File: src/rtl/wb_rr_arbiter.sv
// N-master to 1-slave Wishbone B3 arbiter with round-robin fairness.
// A grant lasts for a whole cyc; a per-transfer watchdog turns a missing response into err.
module wb_rr_arbiter #(
  parameter int unsigned NUM_MASTERS = 2,
  parameter int unsigned AW          = 32,
  parameter int unsigned DW          = 32,
  parameter int unsigned TIMEOUT     = 1024
) (
  input  logic                        wb_clk_i,
  input  logic                        wb_rst_n_i,
  input  logic [AW*NUM_MASTERS-1:0]   wbm_adr_i,
  input  logic [DW*NUM_MASTERS-1:0]   wbm_dat_i,
  input  logic [(DW/8)*NUM_MASTERS-1:0] wbm_sel_i,
  input  logic [NUM_MASTERS-1:0]      wbm_we_i,
  input  logic [NUM_MASTERS-1:0]      wbm_cyc_i,
  input  logic [NUM_MASTERS-1:0]      wbm_stb_i,
  input  logic [3*NUM_MASTERS-1:0]    wbm_cti_i,
  input  logic [2*NUM_MASTERS-1:0]    wbm_bte_i,
  output logic [DW*NUM_MASTERS-1:0]   wbm_dat_o,
  output logic [NUM_MASTERS-1:0]      wbm_ack_o,
  output logic [NUM_MASTERS-1:0]      wbm_err_o,
  output logic [NUM_MASTERS-1:0]      wbm_rty_o,
  output logic [AW-1:0]               wbs_adr_o,
  output logic [DW-1:0]               wbs_dat_o,
  output logic [DW/8-1:0]             wbs_sel_o,
  output logic                        wbs_we_o,
  output logic                        wbs_cyc_o,
  output logic                        wbs_stb_o,
  output logic [2:0]                  wbs_cti_o,
  output logic [1:0]                  wbs_bte_o,
  input  logic [DW-1:0]               wbs_dat_i,
  input  logic                        wbs_ack_i,
  input  logic                        wbs_err_i,
  input  logic                        wbs_rty_i,
  output logic [NUM_MASTERS-1:0]      grant_o,
  output logic                        timeout_o
);

  localparam int unsigned SW   = DW / 8;
  localparam int unsigned OwW  = (NUM_MASTERS > 1) ? $clog2(NUM_MASTERS) : 1;
  localparam int unsigned CntW = (TIMEOUT > 1) ? $clog2(TIMEOUT) : 1;
  localparam logic [OwW-1:0] LastInit = OwW'(NUM_MASTERS - 1);

  typedef enum logic [0:0] {StIdle, StBusy} state_e;

  state_e          state_q, state_d;
  logic [OwW-1:0]  owner_q, owner_d;
  logic [OwW-1:0]  last_owner_q, last_owner_d;
  logic [CntW-1:0] wd_cnt_q, wd_cnt_d;

  logic [AW-1:0] adr_lane [NUM_MASTERS];
  logic [DW-1:0] dat_lane [NUM_MASTERS];
  logic [SW-1:0] sel_lane [NUM_MASTERS];
  logic [2:0]    cti_lane [NUM_MASTERS];
  logic [1:0]    bte_lane [NUM_MASTERS];

  for (genvar g = 0; g < NUM_MASTERS; g++) begin : g_lane
    assign adr_lane[g] = wbm_adr_i[g*AW +: AW];
    assign dat_lane[g] = wbm_dat_i[g*DW +: DW];
    assign sel_lane[g] = wbm_sel_i[g*SW +: SW];
    assign cti_lane[g] = wbm_cti_i[g*3 +: 3];
    assign bte_lane[g] = wbm_bte_i[g*2 +: 2];
  end

  logic own_cyc, own_stb, slv_resp, wd_fire;

  assign own_cyc  = wbm_cyc_i[owner_q];
  assign own_stb  = own_cyc & wbm_stb_i[owner_q];
  assign slv_resp = wbs_ack_i | wbs_err_i | wbs_rty_i;

  // Scan starts just after the previous owner and wraps modulo NUM_MASTERS.
  logic [OwW-1:0] pick_idx, scan_idx;
  logic           pick_vld;

  always_comb begin
    pick_idx = last_owner_q;
    pick_vld = 1'b0;
    scan_idx = '0;
    for (int unsigned i = 1; i <= NUM_MASTERS; i++) begin
      scan_idx = OwW'((32'(last_owner_q) + i) % NUM_MASTERS);
      if (!pick_vld && wbm_cyc_i[scan_idx]) begin
        pick_vld = 1'b1;
        pick_idx = scan_idx;
      end
    end
  end

  always_comb begin
    state_d      = state_q;
    owner_d      = owner_q;
    last_owner_d = last_owner_q;
    wd_cnt_d     = '0;
    wd_fire      = 1'b0;
    unique case (state_q)
      StIdle: begin
        if (pick_vld) begin
          state_d = StBusy;
          owner_d = pick_idx;
        end
      end
      StBusy: begin
        if (own_stb && !slv_resp && (TIMEOUT != 0)) begin
          if (32'(wd_cnt_q) == TIMEOUT - 1) begin
            wd_fire = 1'b1;
          end else begin
            wd_cnt_d = wd_cnt_q + CntW'(1);
          end
        end
        if (!own_cyc) begin
          state_d      = StIdle;
          last_owner_d = owner_q;
        end
      end
      default: state_d = StIdle;
    endcase
  end

  always_ff @(posedge wb_clk_i) begin
    if (!wb_rst_n_i) begin
      state_q      <= StIdle;
      owner_q      <= '0;
      last_owner_q <= LastInit;
      wd_cnt_q     <= '0;
    end else begin
      state_q      <= state_d;
      owner_q      <= owner_d;
      last_owner_q <= last_owner_d;
      wd_cnt_q     <= wd_cnt_d;
    end
  end

  always_comb begin
    wbs_adr_o = '0;
    wbs_dat_o = '0;
    wbs_sel_o = '0;
    wbs_we_o  = 1'b0;
    wbs_cyc_o = 1'b0;
    wbs_stb_o = 1'b0;
    wbs_cti_o = '0;
    wbs_bte_o = '0;
    wbm_ack_o = '0;
    wbm_err_o = '0;
    wbm_rty_o = '0;
    grant_o   = '0;
    timeout_o = wd_fire;
    if (state_q == StBusy) begin
      wbs_adr_o          = adr_lane[owner_q];
      wbs_dat_o          = dat_lane[owner_q];
      wbs_sel_o          = sel_lane[owner_q];
      wbs_we_o           = wbm_we_i[owner_q];
      wbs_cyc_o          = own_cyc;
      wbs_stb_o          = own_stb;
      wbs_cti_o          = cti_lane[owner_q];
      wbs_bte_o          = bte_lane[owner_q];
      // A real response in the same cycle suppresses the forced err via wd_fire.
      wbm_ack_o[owner_q] = wbs_ack_i;
      wbm_err_o[owner_q] = wbs_err_i | wd_fire;
      wbm_rty_o[owner_q] = wbs_rty_i;
      grant_o[owner_q]   = 1'b1;
    end
  end

  assign wbm_dat_o = {NUM_MASTERS{wbs_dat_i}};

endmodule

File: config.mk
export PLATFORM = sky130hd
export DESIGN_NAME = wb_rr_arbiter
export DESIGN_NICKNAME = d
export VERILOG_FILES = /design/src/rtl/wb_rr_arbiter.sv
export SDC_FILE = /design/constraint.sdc
export NUM_CORES = 1
export LEC_CHECK = 0
export CORE_AREA = 2 2 131 133
export DETAILED_ROUTE_END_ITERATION = 8
export DIE_AREA = 0 0 133 135
export SLEW_MARGIN = 10
export SYNTH_ARGS = -nofsm -noshare
export SYNTH_HDL_FRONTEND = slang
export SYNTH_SLANG_ARGS = --single-unit
File: constraint.sdc
create_clock -name wb_clk_i -period 1.55 [get_ports wb_clk_i]
set_clock_uncertainty 0.15 [all_clocks]
set_input_delay 0.155 -clock wb_clk_i [delete_from_list [all_inputs] [get_ports wb_clk_i]]
set_output_delay 0.155 -clock wb_clk_i [all_outputs]
set_load 0.03 [all_outputs]
==> flow_metrics.env <==
export IMPL_status="complete, but fails checks"
export IMPL_violations="setup timing"
export IMPL_die_area_um2=18000
export IMPL_setup_violations=82
export IMPL_drc_errors=0
export IMPL_hold_class="input port to primary output"
export IMPL_place_congestion=0.793
export IMPL_synth_ff_type="dfxtp_1"
export IMPL_r2r_slack_ns=-0.04
export IMPL_async_flop_share_pct=0
export IMPL_grt_usage_pct=10.3
export IMPL_fmax_ghz=0.549
export IMPL_p_per_area_nw_per_um2=461
export IMPL_num_vias=3009
export IMPL_p_leak_nw=2.39
export IMPL_cp_arrival_ns=1.52
export IMPL_cp_max_fo=5
export IMPL_drt_iter0_drc=53
export IMPL_wl_mm=12.4
export IMPL_placementRows=47
export IMPL_relSlewSlack_pct=78.0
export IMPL_io_buffers=241
export IMPL_cts_num_sinks=13
export IMPL_rsz0062_at_grt="yes"
export IMPL_setup_slack_ns=-0.271
export IMPL_cp_required_ns=1.24
export IMPL_fin_area_um2=6150
export IMPL_tightest_slew_ns=0.329
export IMPL_htreeDepth=1
export IMPL_yosysWarningCount=0
export IMPL_worstSetupEndpointType="primary output"
export IMPL_root_buffer="clkbuf_16"
export IMPL_grt_pass1_vias=2980
export IMPL_dpl_hpwl_mm=8.30
export IMPL_period_share_pct=117
export IMPL_clock_path_buffers=2
export IMPL_mostFrequentLayoutCell="clkdlybuf4s50_1"
export IMPL_cts_buffers=3
export IMPL_grt_max_degree=82
export IMPL_fin_hold_ws_ns=0.160
export IMPL_stdcell_count=748
export IMPL_avgSynthCellArea_um2=7.96
export IMPL_seq_area_frac_synth_pct=10.5
export IMPL_gr_total_overflow=0
export IMPL_core_um2=16400
export IMPL_syn2layout_area_growth_pct=149
export IMPL_clkTransAtPathRegs_ns=0.05
export IMPL_n_antenna_cell=0
export IMPL_start_util_pct=15.0
export IMPL_grt_first_pass_wirelength_mm=15.0
export IMPL_drt_pre_antenna_iters=4
export IMPL_cap_violations=0
export IMPL_cp_start_kind="register"
export IMPL_ant_nets=0
export IMPL_yosysUniqueCellTypes=37
export IMPL_min_period_ns=1.82
export IMPL_io_pins=338
export IMPL_synth_cells=310
export IMPL_worstSetupPathType="register to primary output"
export IMPL_final_max_slew_violation_count=0
export IMPL_drt_vias_per_instance=4.02
export IMPL_syn_cell_area_um2=2470
export IMPL_drt_wirelength_per_cell_um=16.5
export IMPL_final_cell_mix="clkdlybuf4s50_1, buf_4, nor2b_2"
export IMPL_die_h_um=135
export IMPL_drive_gt1_share_pct=51.5
export IMPL_layout_nets=719
export IMPL_max_vdd_ir_drop_v=0.000270
export IMPL_synth_edf_count=0
export IMPL_die_w_um=133
export IMPL_dp_cells=713
export IMPL_syn_nets=500
export IMPL_cts_tree="built"
export IMPL_clock_latency_ns=0.25
export IMPL_place_area_um2=4980
export IMPL_antenna_found_initial=1
export IMPL_synth_seq_cells=13
export IMPL_utilization_pct=37.5
export IMPL_hold_viol=0
-- metrics by stage --
stage	total power, mW	setup WS [ns]	TNS [ns]
2_1_floorplan	1.40	-0.247	-0.744
6_report	2.84	-0.271	-15.18
3_3_place_gp	1.87	-0.522	-8.73
4_1_cts	2.46	-0.267	-14.28
3_5_place_dp	1.89	-0.505	-10.02
5_1_grt	2.95	-0.348	-19.82
-- metal layers --
metal	global-route usage [%]	share of wire [%]	vias up
met5	0	0	-
met4	2.15	1.6	0
met3	3.64	6.7	19
met2	19.5	54	164
met1	10.9	38	1395
li1	-	-	1431
-- synthesized netlist by cell type, types with 2 or more instances --
| cell | n | area share [%] |
|---|---|---|
| nand3_1 | 3 | 0.61 |
| inv_1 | 4 | 0.61 |
| or4_1 | 2 | 0.61 |
| and3_1 | 3 | 0.76 |
| a211oi_1 | 4 | 1.2 |
| nor3_1 | 3 | 0.61 |
| dfxtp_1 | 13 | 11 |
| buf_4 | 65 | 20 |
| buf_2 | 8 | 1.6 |
| or3_1 | 2 | 0.51 |
| o31ai_1 | 2 | 0.61 |
| o41ai_1 | 2 | 0.71 |
| o21ai_0 | 6 | 1.2 |
| xor2_1 | 2 | 0.71 |
| nor2b_1 | 77 | 20 |
| and2_1 | 3 | 0.76 |
| a21oi_1 | 4 | 0.81 |
| mux2i_1 | 75 | 30 |
| clkbuf_1 | 9 | 1.4 |
| nand2_1 | 6 | 0.91 |
-- flip-flops by register name, indices dropped and copies added (netlist names) --
| signal | cells |
|---|---|
| last_owner_q | 1 |
| owner_q | 1 |
| state_q | 1 |
| wd_cnt_q | 10 |
-- layout make-up --
type | instances | area [um2]
fill | 1618 | 10300
timing repair buffer | 295 | 3270
multi-input combinational | 212 | 2230
sequential | 13 | 280
tap | 220 | 275
clock buffer | 3 | 75.1
inverter | 4 | 15.0
clock inverter | 1 | 5.00
-- worst max-delay path, stage by stage (launching register included) --
cell     delay (ns)
dfxtp_4        0.39
and3_2         0.31
o21ai_4        0.12
o41ai_4        0.24
buf_4          0.21
-- report_power, final --
part	switching [mW]	internal (mW)
registers	0.00990	0.341
logic	0.835	1.16
clock network	0.150	0.344
total	0.995	1.84
-- final timing paths --
path                                    start       endpoint  depth (start not counted)
worst max-delay path                  owner_q   wbm_err_o[0]                          4
worst min-delay path            wbs_dat_i[12]  wbm_dat_o[12]                          0
worst max register to register    wd_cnt_q[1]    wd_cnt_q[6]                          6
worst min register to register    wd_cnt_q[5]    wd_cnt_q[5]                          2
-- repair_timing --
item                                    4_1_cts  5_1_grt
gates resized for setup                      53       99
buffers inserted                              4       12
pin swaps                                     8        8
hold buffers                                  0        0
gates cloned                                  0       15
endpoints found under the setup margin       88       90
-- kinds of logic after synthesis --
group | share of synthesized area (%)
mux | 30.4
compound gates | 6.24
xor+xnor | 1.07
flops | 10.5
fa+ha+maj | 0.507
buf+inv | 23.4
simple gates | 27.8
Note: power is estimated with default switching activity, not from simulation.
